`src/rtl/mmio_uart_tx.sv`:
```
// MMIO UART transmitter: 16-byte register window, byte FIFO, 8N1 serialiser; MMIO_UART_TX_IRQ_EN adds CTRL and tx_irq.
// Stores act at the clk edge, loads are combinational; a push into a full FIFO is dropped and sets sticky OVF.
module mmio_uart_tx #(
  parameter logic [31:0] BASE_ADDR   = 32'h1000_0000,
  parameter int          FIFO_DEPTH  = 8,
  parameter logic [15:0] DEFAULT_DIV = 16'd868
) (
  input  logic        clk,
  input  logic        reset,
  input  logic        mem_write_en,
  input  logic [2:0]  s_type,
  input  logic [31:0] mem_addr,
  input  logic [31:0] mem_wdata,
  input  logic [2:0]  l_type,
  output logic [31:0] mem_rdata,
  output logic        sel,
  output logic        tx
`ifdef MMIO_UART_TX_IRQ_EN
  ,
  output logic        tx_irq
`endif
);

  localparam int AW = $clog2(FIFO_DEPTH);
  localparam int CW = AW + 1;

  localparam logic [1:0] ST_IDLE  = 2'd0;
  localparam logic [1:0] ST_START = 2'd1;
  localparam logic [1:0] ST_DATA  = 2'd2;
  localparam logic [1:0] ST_STOP  = 2'd3;

  localparam logic [1:0] OFF_TXDATA = 2'd0;
  localparam logic [1:0] OFF_STATUS = 2'd1;
  localparam logic [1:0] OFF_BAUD   = 2'd2;
  localparam logic [1:0] OFF_CTRL   = 2'd3;

  localparam logic [2:0] SB = 3'b000;
  localparam logic [2:0] SH = 3'b001;
  localparam logic [2:0] SW = 3'b010;

  logic [1:0]    off;
  logic          st_ok;
  logic          wr;
  logic          push;
  logic          push_ok;
  logic          pop;
  logic          div_wr;
  logic          ovf_clr;

  logic [7:0]    fifo_mem [FIFO_DEPTH];
  logic [AW-1:0] wr_ptr;
  logic [AW-1:0] rd_ptr;
  logic [CW-1:0] count;
  logic          full;
  logic          empty;
  logic          ovf;
  logic [7:0]    head;
  logic [3:0]    cnt4;

  logic [15:0]   baud_div;
  logic [15:0]   div_eff;

  logic [1:0]    state;
  logic [15:0]   bit_div;
  logic [15:0]   div_cnt;
  logic [2:0]    bit_idx;
  logic [7:0]    shift;
  logic          bit_end;
  logic          busy;

  logic [31:0]   raw;
  logic [31:0]   fmt;
  logic          unused_bits;

  assign sel     = (mem_addr[31:4] == BASE_ADDR[31:4]);
  assign off     = mem_addr[3:2];
  assign st_ok   = (s_type == SB) || (s_type == SH) || (s_type == SW);
  assign wr      = sel && mem_write_en && st_ok;
  assign push    = wr && (off == OFF_TXDATA);
  assign push_ok = push && !full;
  assign div_wr  = wr && (off == OFF_BAUD) && (s_type != SB);
  assign ovf_clr = wr && (off == OFF_STATUS) && mem_wdata[3];

  assign full  = (count == CW'(FIFO_DEPTH));
  assign empty = (count == '0);
  assign head  = fifo_mem[rd_ptr];
  assign cnt4  = 4'(count);

  assign unused_bits = ^{mem_addr[1:0], mem_wdata[31:16]};

  always_ff @(posedge clk) begin
    if (push_ok) begin
      fifo_mem[wr_ptr] <= mem_wdata[7:0];
    end
  end

  // Full is judged before any same-cycle pop, so a push at full is always lost.
  always_ff @(posedge clk or negedge reset) begin
    if (!reset) begin
      wr_ptr <= '0;
      rd_ptr <= '0;
      count  <= '0;
      ovf    <= 1'b0;
    end else begin
      if (push_ok) begin
        wr_ptr <= wr_ptr + AW'(1);
      end
      if (pop) begin
        rd_ptr <= rd_ptr + AW'(1);
      end
      count <= count + CW'(push_ok) - CW'(pop);
      if (push && full) begin
        ovf <= 1'b1;
      end else if (ovf_clr) begin
        ovf <= 1'b0;
      end
    end
  end

  always_ff @(posedge clk or negedge reset) begin
    if (!reset) begin
      baud_div <= DEFAULT_DIV;
    end else if (div_wr) begin
      baud_div <= mem_wdata[15:0];
    end
  end

  assign div_eff = (baud_div == 16'd0) ? 16'd1 : baud_div;
  assign bit_end = (div_cnt == bit_div - 16'd1);
  assign busy    = (state != ST_IDLE);
  assign pop     = !empty && ((state == ST_IDLE) || ((state == ST_STOP) && bit_end));

  always_ff @(posedge clk or negedge reset) begin
    if (!reset) begin
      state   <= ST_IDLE;
      bit_div <= 16'd1;
      div_cnt <= 16'd0;
      bit_idx <= 3'd0;
      shift   <= 8'd0;
      tx      <= 1'b1;
    end else begin
      case (state)
        ST_IDLE: begin
          if (pop) begin
            shift   <= head;
            bit_div <= div_eff;
            div_cnt <= 16'd0;
            state   <= ST_START;
            tx      <= 1'b0;
          end
        end
        ST_START: begin
          if (bit_end) begin
            div_cnt <= 16'd0;
            bit_idx <= 3'd0;
            state   <= ST_DATA;
            tx      <= shift[0];
          end else begin
            div_cnt <= div_cnt + 16'd1;
          end
        end
        ST_DATA: begin
          if (bit_end) begin
            div_cnt <= 16'd0;
            if (bit_idx == 3'd7) begin
              state <= ST_STOP;
              tx    <= 1'b1;
            end else begin
              bit_idx <= bit_idx + 3'd1;
              shift   <= shift >> 1;
              tx      <= shift[1];
            end
          end else begin
            div_cnt <= div_cnt + 16'd1;
          end
        end
        ST_STOP: begin
          if (bit_end) begin
            div_cnt <= 16'd0;
            // Chain straight into the next start bit when more data is queued.
            if (pop) begin
              shift   <= head;
              bit_div <= div_eff;
              state   <= ST_START;
              tx      <= 1'b0;
            end else begin
              state <= ST_IDLE;
            end
          end else begin
            div_cnt <= div_cnt + 16'd1;
          end
        end
        default: begin
          state <= ST_IDLE;
          tx    <= 1'b1;
        end
      endcase
    end
  end

`ifdef MMIO_UART_TX_IRQ_EN
  logic irq_en;

  always_ff @(posedge clk or negedge reset) begin
    if (!reset) begin
      irq_en <= 1'b0;
      tx_irq <= 1'b0;
    end else begin
      if (wr && (off == OFF_CTRL)) begin
        irq_en <= mem_wdata[0];
      end
      tx_irq <= irq_en && empty && !busy;
    end
  end
`endif

  always_comb begin
    raw = 32'd0;
    case (off)
      OFF_STATUS: raw = {24'd0, cnt4, ovf, busy, empty, full};
      OFF_BAUD:   raw = {16'd0, baud_div};
`ifdef MMIO_UART_TX_IRQ_EN
      OFF_CTRL:   raw = {31'd0, irq_en};
`endif
      default:    raw = 32'd0;
    endcase
  end

  always_comb begin
    fmt = 32'd0;
    case (l_type)
      3'b000:  fmt = {{24{raw[7]}}, raw[7:0]};
      3'b001:  fmt = {{16{raw[15]}}, raw[15:0]};
      3'b010:  fmt = raw;
      3'b100:  fmt = {24'd0, raw[7:0]};
      3'b101:  fmt = {16'd0, raw[15:0]};
      default: fmt = 32'd0;
    endcase
  end

  assign mem_rdata = sel ? fmt : 32'd0;

endmodule

```
`config.mk`:
```
export PLATFORM = sky130hd
export DESIGN_NAME = mmio_uart_tx
export DESIGN_NICKNAME = d
export VERILOG_FILES = /design/src/rtl/mmio_uart_tx.sv
export SDC_FILE = /design/constraint.sdc
export NUM_CORES = 1
export LEC_CHECK = 0
export CORE_UTILIZATION = 35
export CTS_CLUSTER_DIAMETER = 120
export DETAILED_ROUTE_END_ITERATION = 8
export RECOVER_POWER = 50
export SLEW_MARGIN = 20
export SYNTH_ARGS = -nofsm -noshare
export SYNTH_HDL_FRONTEND = slang
export SYNTH_SLANG_ARGS = --single-unit
export TNS_END_PERCENT = 20
```
`constraint.sdc`:
```
create_clock -name clk -period 5 [get_ports clk]
set_input_delay 0.75 -clock clk [delete_from_list [all_inputs] [get_ports clk]]
set_output_delay 0.75 -clock clk [all_outputs]
set_load 0.01 [all_outputs]
```
==> reports/metrics.csv, run 1 <==
metric,value,unit
status,finished clean,
Critical Path End Type,flop,
Leak,3.361,nW
first-pass detailed-route iteration total,5,
CP Launch Type,flop,
TritonCTS clock tree,yes,
Initial Util,35.99,%
hold_buf cts,0,
DIE HEIGHT,144.2,um
r2r startpoint,bit_div[0]$_DFFE_PN1P_,
total of max-cap violations,0,
final setup vio count,0,
Core Region,0.01965,mm2
Cell Rows,51,
FMAX,226.5,MHz
"Reg clk slew, reported paths",0.06,ns
Num Clock Sinks,137,
kind of critical path,flop to flop,
HPWL after DPL,10910,um
Syn Nets,685,
Yosys top cell by area,edfxtp_1,
Critical Path Fanout Max,20,
Max VDD drop,0.4544,mV
total number of vias,4900,
final wirelength,15090,um
RSZ-0062 raised after global routing,false,
initial antenna violation count,0,
root buffer cell,clkbuf_16,
Worst EP arrival,4.75,ns
first-pass GRT wire length,24640,um
vias in the first global route,4919,
Mean Syn Cell Area,11.97,um2
sequential power share,30.9,%
worst r2r path cells,16,
Synth Register Bits,137,
Die Wd,144.2,um
Final min period,4.415,ns
Gate power share,39.7,%
Slew Limit Fails,0,
worst reg-to-reg setup slack,0.59,ns
Clock power frac,29.4,%
max layer used,met4,
cell-internal power,2.643,mW
Area Overhead vs Synth,22.54,%
later-pin clock latency in the skew report,0.42,ns
IO buf count,88,
Unique masters post-synth,70,
Starting DRT DRC Count,264,
Synth Instances,591,
largest net degree at the start of global routing,74,
Post-synth EDFFs,64,
period utilization,88.29,%
Synth Flop Type,dfrtp_1,
pwr dens,476.6,mW/mm2
Die ar.,0.02078,mm2
WL/cell,16.02,um
"antenna viol nets, final",0,
Yosys Warn Count,0,
gr usage total,15.53,%
critical path required time,5.34,ns
Switching Fraction,36.02,%
number of buffers on the longest clock path,2,
Post-CTS Setup Inserts,0,
area share of the largest cell type after synthesis,27.17,%
Hold Crit Class,input port to async pin,
synthesized area,0.007073,mm2
GPL Wtd Cong,0.9006,
clock skew,0.006631,ns
Max H-tree Level,4,
post-cts resize count,0,
Final #Nets,759,
met1 wire length,6898,um
final hold vios,0,
I/O pins,107,
Worst-Margin Slew,0.9248,ns
sequential fraction of the synthesis area,53.12,%
WL met3,611,um
grt total ovfl,0,
via density per instance,5.202,
Switch Pwr,1.488,mW
"FFs w/ async S/R, synth",53.28,%
setup tns final,0,ns
Max-slew headroom,38.34,%
Num CTS Buffers,17,
Power Total,4.131,mW
# diodes,0,
Synth area leaders,"edfxtp_1 27%, dfrtp_1 23%, mux2_2 5.1%",
met2 WL,7303,um
fillers,1830,
DRC,0,
share of layout cells above drive strength 1,15.07,%
RR Endpoint,cnt4[3]$_DFF_PN0_,
layout make-up:
cell class	count	area [um2]	share of cell area, %
sequential	137	3759	43.37
multi-input combinational	388	2985	34.44
timing repair buffer	94	915.9	10.57
clock buffer	18	429.2	4.952
tap	265	331.6	3.826
clock inverter	13	145.1	1.675
inverter	27	101.3	1.169
Yosys cell counts, types with 15 or more instances:
| cell type | number |
|---|---|
| dfrtp_1 | 66 |
| edfxtp_1 | 64 |
| nand2_1 | 50 |
| nor2_1 | 35 |
| mux2_2 | 32 |
| inv_1 | 26 |
| a21oi_1 | 25 |
| o21ai_0 | 25 |
| ha_1 | 20 |
| buf_4 | 17 |
| mux2i_1 | 17 |
| mux4_2 | 16 |
| clkbuf_1 | 15 |
worst max-delay path by stage:
| stage | startpoint | end | slack, ns | cells past startpoint |
|---|---|---|---|---|
| floorplan | mem_addr[3] | mem_rdata[17] | 0.55 | 7 |
| global placement | mem_addr[2] | mem_rdata[16] | 0.81 | 8 |
| detailed placement | mem_addr[2] | mem_rdata[20] | 0.74 | 8 |
| CTS | mem_addr[2] | mem_rdata[20] | 0.74 | 8 |
| global route | bit_div[0]$_DFFE_PN1P_ | cnt4[3]$_DFF_PN0_ | 0.35 | 16 |
| finish | bit_div[0]$_DFFE_PN1P_ | cnt4[3]$_DFF_PN0_ | 0.59 | 16 |
critical path: stages, from the launching register on:
cell,delay [ns]
dfstp_1,0.65
inv_1,0.07
ha_1,0.26
nand2b_1,0.17
o311ai_0,0.43
a22oi_1,0.13
or4b_1,0.51
nor4_1,0.44
nor2_2,0.05
buf_4,0.22
nor2_2,0.26
ha_1,0.27
inv_1,0.08
ha_1,0.27
a21o_1,0.18
a21oi_1,0.17
xor2_1,0.16
registers in the layout (all words and copies together), names as in the netlist:
register,count
div_cnt,16
wr_ptr,3
baud_div,16
bit_div,16
ovf,1
cnt4,4
rd_ptr,3
tx,1
fifo_mem,64
state,2
bit_idx,3
shift,8
routing by layer:
metal,up-vias,global-route usage (%)
met5,-,0
met4,0,6.925
met3,27,3.113
met2,134,24.66
met1,2390,20.53
li1,2349,-
logic make-up after synthesis:
family | synth area share, %
adders and majority gates | 3.821
DFF | 53.12
muxes | 12.75
and+or+nand+nor | 12.15
AOI/OAI and AO/OA | 10.76
xor gates and xnor gates | 2.724
buffers and inverters | 4.670
power groups by stage:
stage | logic [mW] | registers (mW) | clock network (mW)
after floorplan | 1.79 | 1.26 | 0
after global routing | 1.77 | 1.28 | 1.28
after detailed placement | 2.02 | 1.31 | 0
after CTS | 2.04 | 1.29 | 1.23
after global placement | 1.94 | 1.31 | 0
final | 1.64 | 1.28 | 1.21
cell usage in the layout, fill, tap and decap left out, types with 5 or more instances in the layout:
cell             count
clkdlybuf4s50_1     77
dfrtp_1             65
edfxtp_1            64
nand2_1             50
nor2_1              35
mux2_2              32
inv_1               26
a21oi_1             25
o21ai_0             25
ha_1                20
mux2i_1             17
clkbuf_16           17
mux4_2              16
nor4_1              13
and3_1              12
xor2_1              11
xnor2_1             11
a22oi_1             11
dlygate4sd3_1       10
nand3_1              9
nor3_1               8
nand2b_1             8
o31a_1               8
o31ai_1              6
dfstp_2              6
a22o_1               5
inv_6                5
buf_4                5
stage by stage:
stage / cell area (um2) / utilization [%] / setup slack [ns] / std cells / hold WS (ns)
detailed placement: 8105 / 41.24 / 0.7370 / 911 / 0.4732
CTS: 8680 / 44.16 / 0.7404 / 942 / 0.4953
floorplan: 7074 / - / 0.5508 / 591 / 0.4489
global placement: 8105 / 41.24 / 0.8063 / 911 / 0.4642
global route: 8667 / 44.10 / 0.3496 / 942 / 0.5245
finish: 8667 / 44.10 / 0.5853 / 942 / 0.4652
(Power assumes the default switching activity.)
==> run 2, diff against run 1 <==
- GPL_TIMING_DRIVEN: unset -> 0
==> run 2 against run 1 <==
Compared with the run above: the run now ends with capacitance limit, slew limit left; worst hold slack improved by 0.021 ns; core utilization is 1.1 points higher; first-iteration DRC count is 22% higher; critical path type is now input port to output pin; largest cell class unchanged; sequential power barely moved; count of clock-buffer cells in the layout is 1 higher; fmax shrank 5.5%; critical endpoint is now mem_rdata[25]; non-clock buffer count is 35 higher; cell count grew 3.8%; flip-flop and latch count did not move; clock skew is 0.013 ns higher; largest power group unchanged; total power increased by 14%; global-route usage increased by 0.54 points.
==> reports/metrics.csv, run 2 (same netlist as run 1, synthesis figures left out) <==
metric,value,unit,change
worst r2r path cells,16,,unchanged
fin util,45.19,%,+1.1 points
hold_buf cts,0,,unchanged
Starting DRT DRC Count,323,,+22%
total number of vias,4995,,+1.9%
Critical Path End Type,output pin,,
Max H-tree Level,4,,unchanged
vias in the first global route,5025,,+2.2%
Crit path max-delay family,buffers and inverters,,
WL/cell,16.03,um,about the same
status,"finished, violations left",,
cell mode on critical path,clkdlybuf4s50_1,,
met2 WL,7698,um,+5.4%
Post-CTS Setup Inserts,0,,unchanged
"Reg clk slew, reported paths",0.06,ns,about the same
WL met3,553,um,-9.5%
final wirelength,15670,um,+3.9%
Initial Util,35.99,%,unchanged
cell-internal power,2.957,mW,+12%
Gate power share,47.8,%,+8.1 points
r2r startpoint,bit_div[0]$_DFFE_PN1P_,,
Hold Startpoint,shift[4]$_DFFE_PN0P_,,
final hold vios,0,,unchanged
most frequent cells in the layout,"77 x clkdlybuf4s50_1, 66 x dfrtp_1, 64 x edfxtp_1, 50 x nand2_1, 35 x nor2_1",,
Max-slew headroom,-56.18,%,-95 points
hold depth,2,,
initial antenna violation count,0,,unchanged
kind of critical path,input port to output pin,,
Switch Pwr,1.740,mW,+17%
Final #Nets,794,,+4.6%
final setup vio count,0,,unchanged
"antenna viol nets, final",0,,unchanged
Clock power frac,25.7,%,-3.7 points
later-pin clock latency in the skew report,0.42,ns,about the same
sequential power share,26.5,%,-4.4 points
FMAX,214.1,MHz,-5.5%
Hold Slack,0.4859,ns,+0.02072 ns
Worst-Margin Slew,2.343,ns,+1.418 ns
Largest register FFs,64,,unchanged
Core Region,0.01965,mm2,unchanged
root buffer cell,clkbuf_16,,
fillers,1818,,-0.66%
Top reg by flops,fifo_mem,,
DRC,0,,unchanged
pwr dens,528.9,mW/mm2,+11%
largest net degree at the start of global routing,43,,-42%
HPWL after DPL,11610,um,+6.4%
via density per instance,5.107,,-1.8%
"most common cell after layout, fill and taps aside",clkdlybuf4s50_1,,
# diodes,0,,unchanged
TritonCTS clock tree,yes,,
first-pass detailed-route iteration total,5,,unchanged
I/O pins,107,,unchanged
Hold Crit Class,flop to flop,,
GPL Wtd Cong,0.8327,,-7.5%
RR Endpoint,cnt4[2]$_DFF_PN0_,,
Leak,3.495,nW,+4.0%
"slowest stage cell, crit path",a2111oi_4,,
met1 wire length,7266,um,+5.3%
failing checks,"capacitance limit, slew limit",,
Num Clock Sinks,137,,unchanged
first-pass GRT wire length,25370,um,+3.0%
critical path required time,4.25,ns,-1.09 ns
CP Launch Type,input port,,
Die ar.,0.02078,mm2,unchanged
Area Overhead vs Synth,25.56,%,
grt total ovfl,0,,unchanged
Worst EP arrival,3.92,ns,-0.83 ns
DIE HEIGHT,144.2,um,unchanged
Critical Path Fanout Max,10,,-50%
clock skew,0.01991,ns,+0.01328 ns
max layer used,met4,,
CP Cell Sequence,clkdlybuf4s50_1 > inv_1 > ha_1 > clkbuf_1 > a22o_1 > nand4b_1 > a2111oi_4 > buf_2 > buf_4 > clkdlybuf4s50_1,,
Switching Fraction,37.05,%,+1.0 points
Die Wd,144.2,um,unchanged
crit-path max cell delay,0.69,ns,+0.04 ns
Hold EP,shift[4]$_DFFE_PN0P_,,
period utilization,93.41,%,+5.1 points
Max VDD drop,0.6765,mV,+49%
Cell Rows,51,,unchanged
IO buf count,88,,unchanged
RSZ-0062 raised after global routing,false,,
Final min period,4.671,ns,+0.2559 ns
worst reg-to-reg setup slack,0.79,ns,+0.20 ns
share of layout cells above drive strength 1,17.11,%,+2.0 points
number of buffers on the longest clock path,2,,unchanged
worst path bufs/invs,6,,+3
Num CTS Buffers,17,,unchanged
gr usage total,16.07,%,+0.54 points
Slew Limit Fails,76,,+76
total of max-cap violations,2,,+2
run 2: cell types whose count changed in the layout (fill, tap and decap cells not counted), moves of 2 or more:
| cell | change |
|---|---|
| inv_8 | +2 |
| buf_4 | +12 |
| buf_1 | +2 |
| buf_2 | +4 |
| buf_6 | +2 |
| clkbuf_1 | +15 |
| nor3_1 | -2 |
| nor3_2 | +2 |
run 2: through the flow:
stage / setup slack [ns] / instance area, um2 / total power, mW / setup TNS (ns) / std cells
after detailed placement: 0.1072 / 8324 / 3.542 / 0 / 946
final: 0.3294 / 8881 / 4.697 / 0 / 978
after global placement: -0.5905 / 8287 / 3.489 / -9.354 / 944
after global routing: 0.1058 / 8881 / 5.041 / 0 / 978
after floorplan: 0.5508 / 7074 / 3.057 / 0 / 591
after CTS: 0.09936 / 8899 / 4.761 / 0 / 978
run 2: cell type report:
type	count	area [um2]	area share, %
plain buffers	39	229.0	2.578
clock buffers	19	442.9	4.987
clock inverters	13	131.4	1.479
inverters	27	101.3	1.141
multi-input cells	388	3004	33.83
flip-flops and latches	137	3757	42.31
well taps	265	331.6	3.733
repair buffers	90	883.3	9.946
run 2: tightest hold or removal path, cell delays in order (launching register included):
cell	delay, ns
dfrtp_1	0.35
nand2_1	0.05
o21ai_0	0.06
run 2: timing repair:
action                                  in CTS  in global routing
endpoints found under the setup margin       0                  7
endpoints found under the hold margin        0                  0
resized for setup                            0                  1
run 2: how the worst max path moves through the flow:
stage | start | to | slack (ns) | cells past startpoint
3_5_place_dp | mem_addr[3] | mem_rdata[25] | 0.11 | 10
6_report | mem_addr[3] | mem_rdata[25] | 0.33 | 10
2_1_floorplan | mem_addr[3] | mem_rdata[17] | 0.55 | 7
5_1_grt | mem_addr[3] | mem_rdata[29] | 0.11 | 10
4_1_cts | mem_addr[3] | mem_rdata[25] | 0.1 | 10
3_3_place_gp | mem_addr[3] | mem_rdata[28] | -0.59 | 9
run 2: power by group through the flow:
stage | Clock (mW) | Combinational, mW | Sequential (mW)
2_1_floorplan | 0 | 1.79 | 1.26
3_3_place_gp | 0 | 2.22 | 1.27
3_5_place_dp | 0 | 2.27 | 1.27
4_1_cts | 1.23 | 2.29 | 1.25
5_1_grt | 1.28 | 2.52 | 1.25
6_report | 1.21 | 2.24 | 1.25
run 2: layer usage:
| metal | GRT usage (%) | up-vias |
|---|---|---|
| met3 | 2.914 | 8 |
| met5 | 0 | - |
| met1 | 21.43 | 2469 |
| met2 | 26.04 | 101 |
| li1 | - | 2417 |
| met4 | 6.094 | 0 |
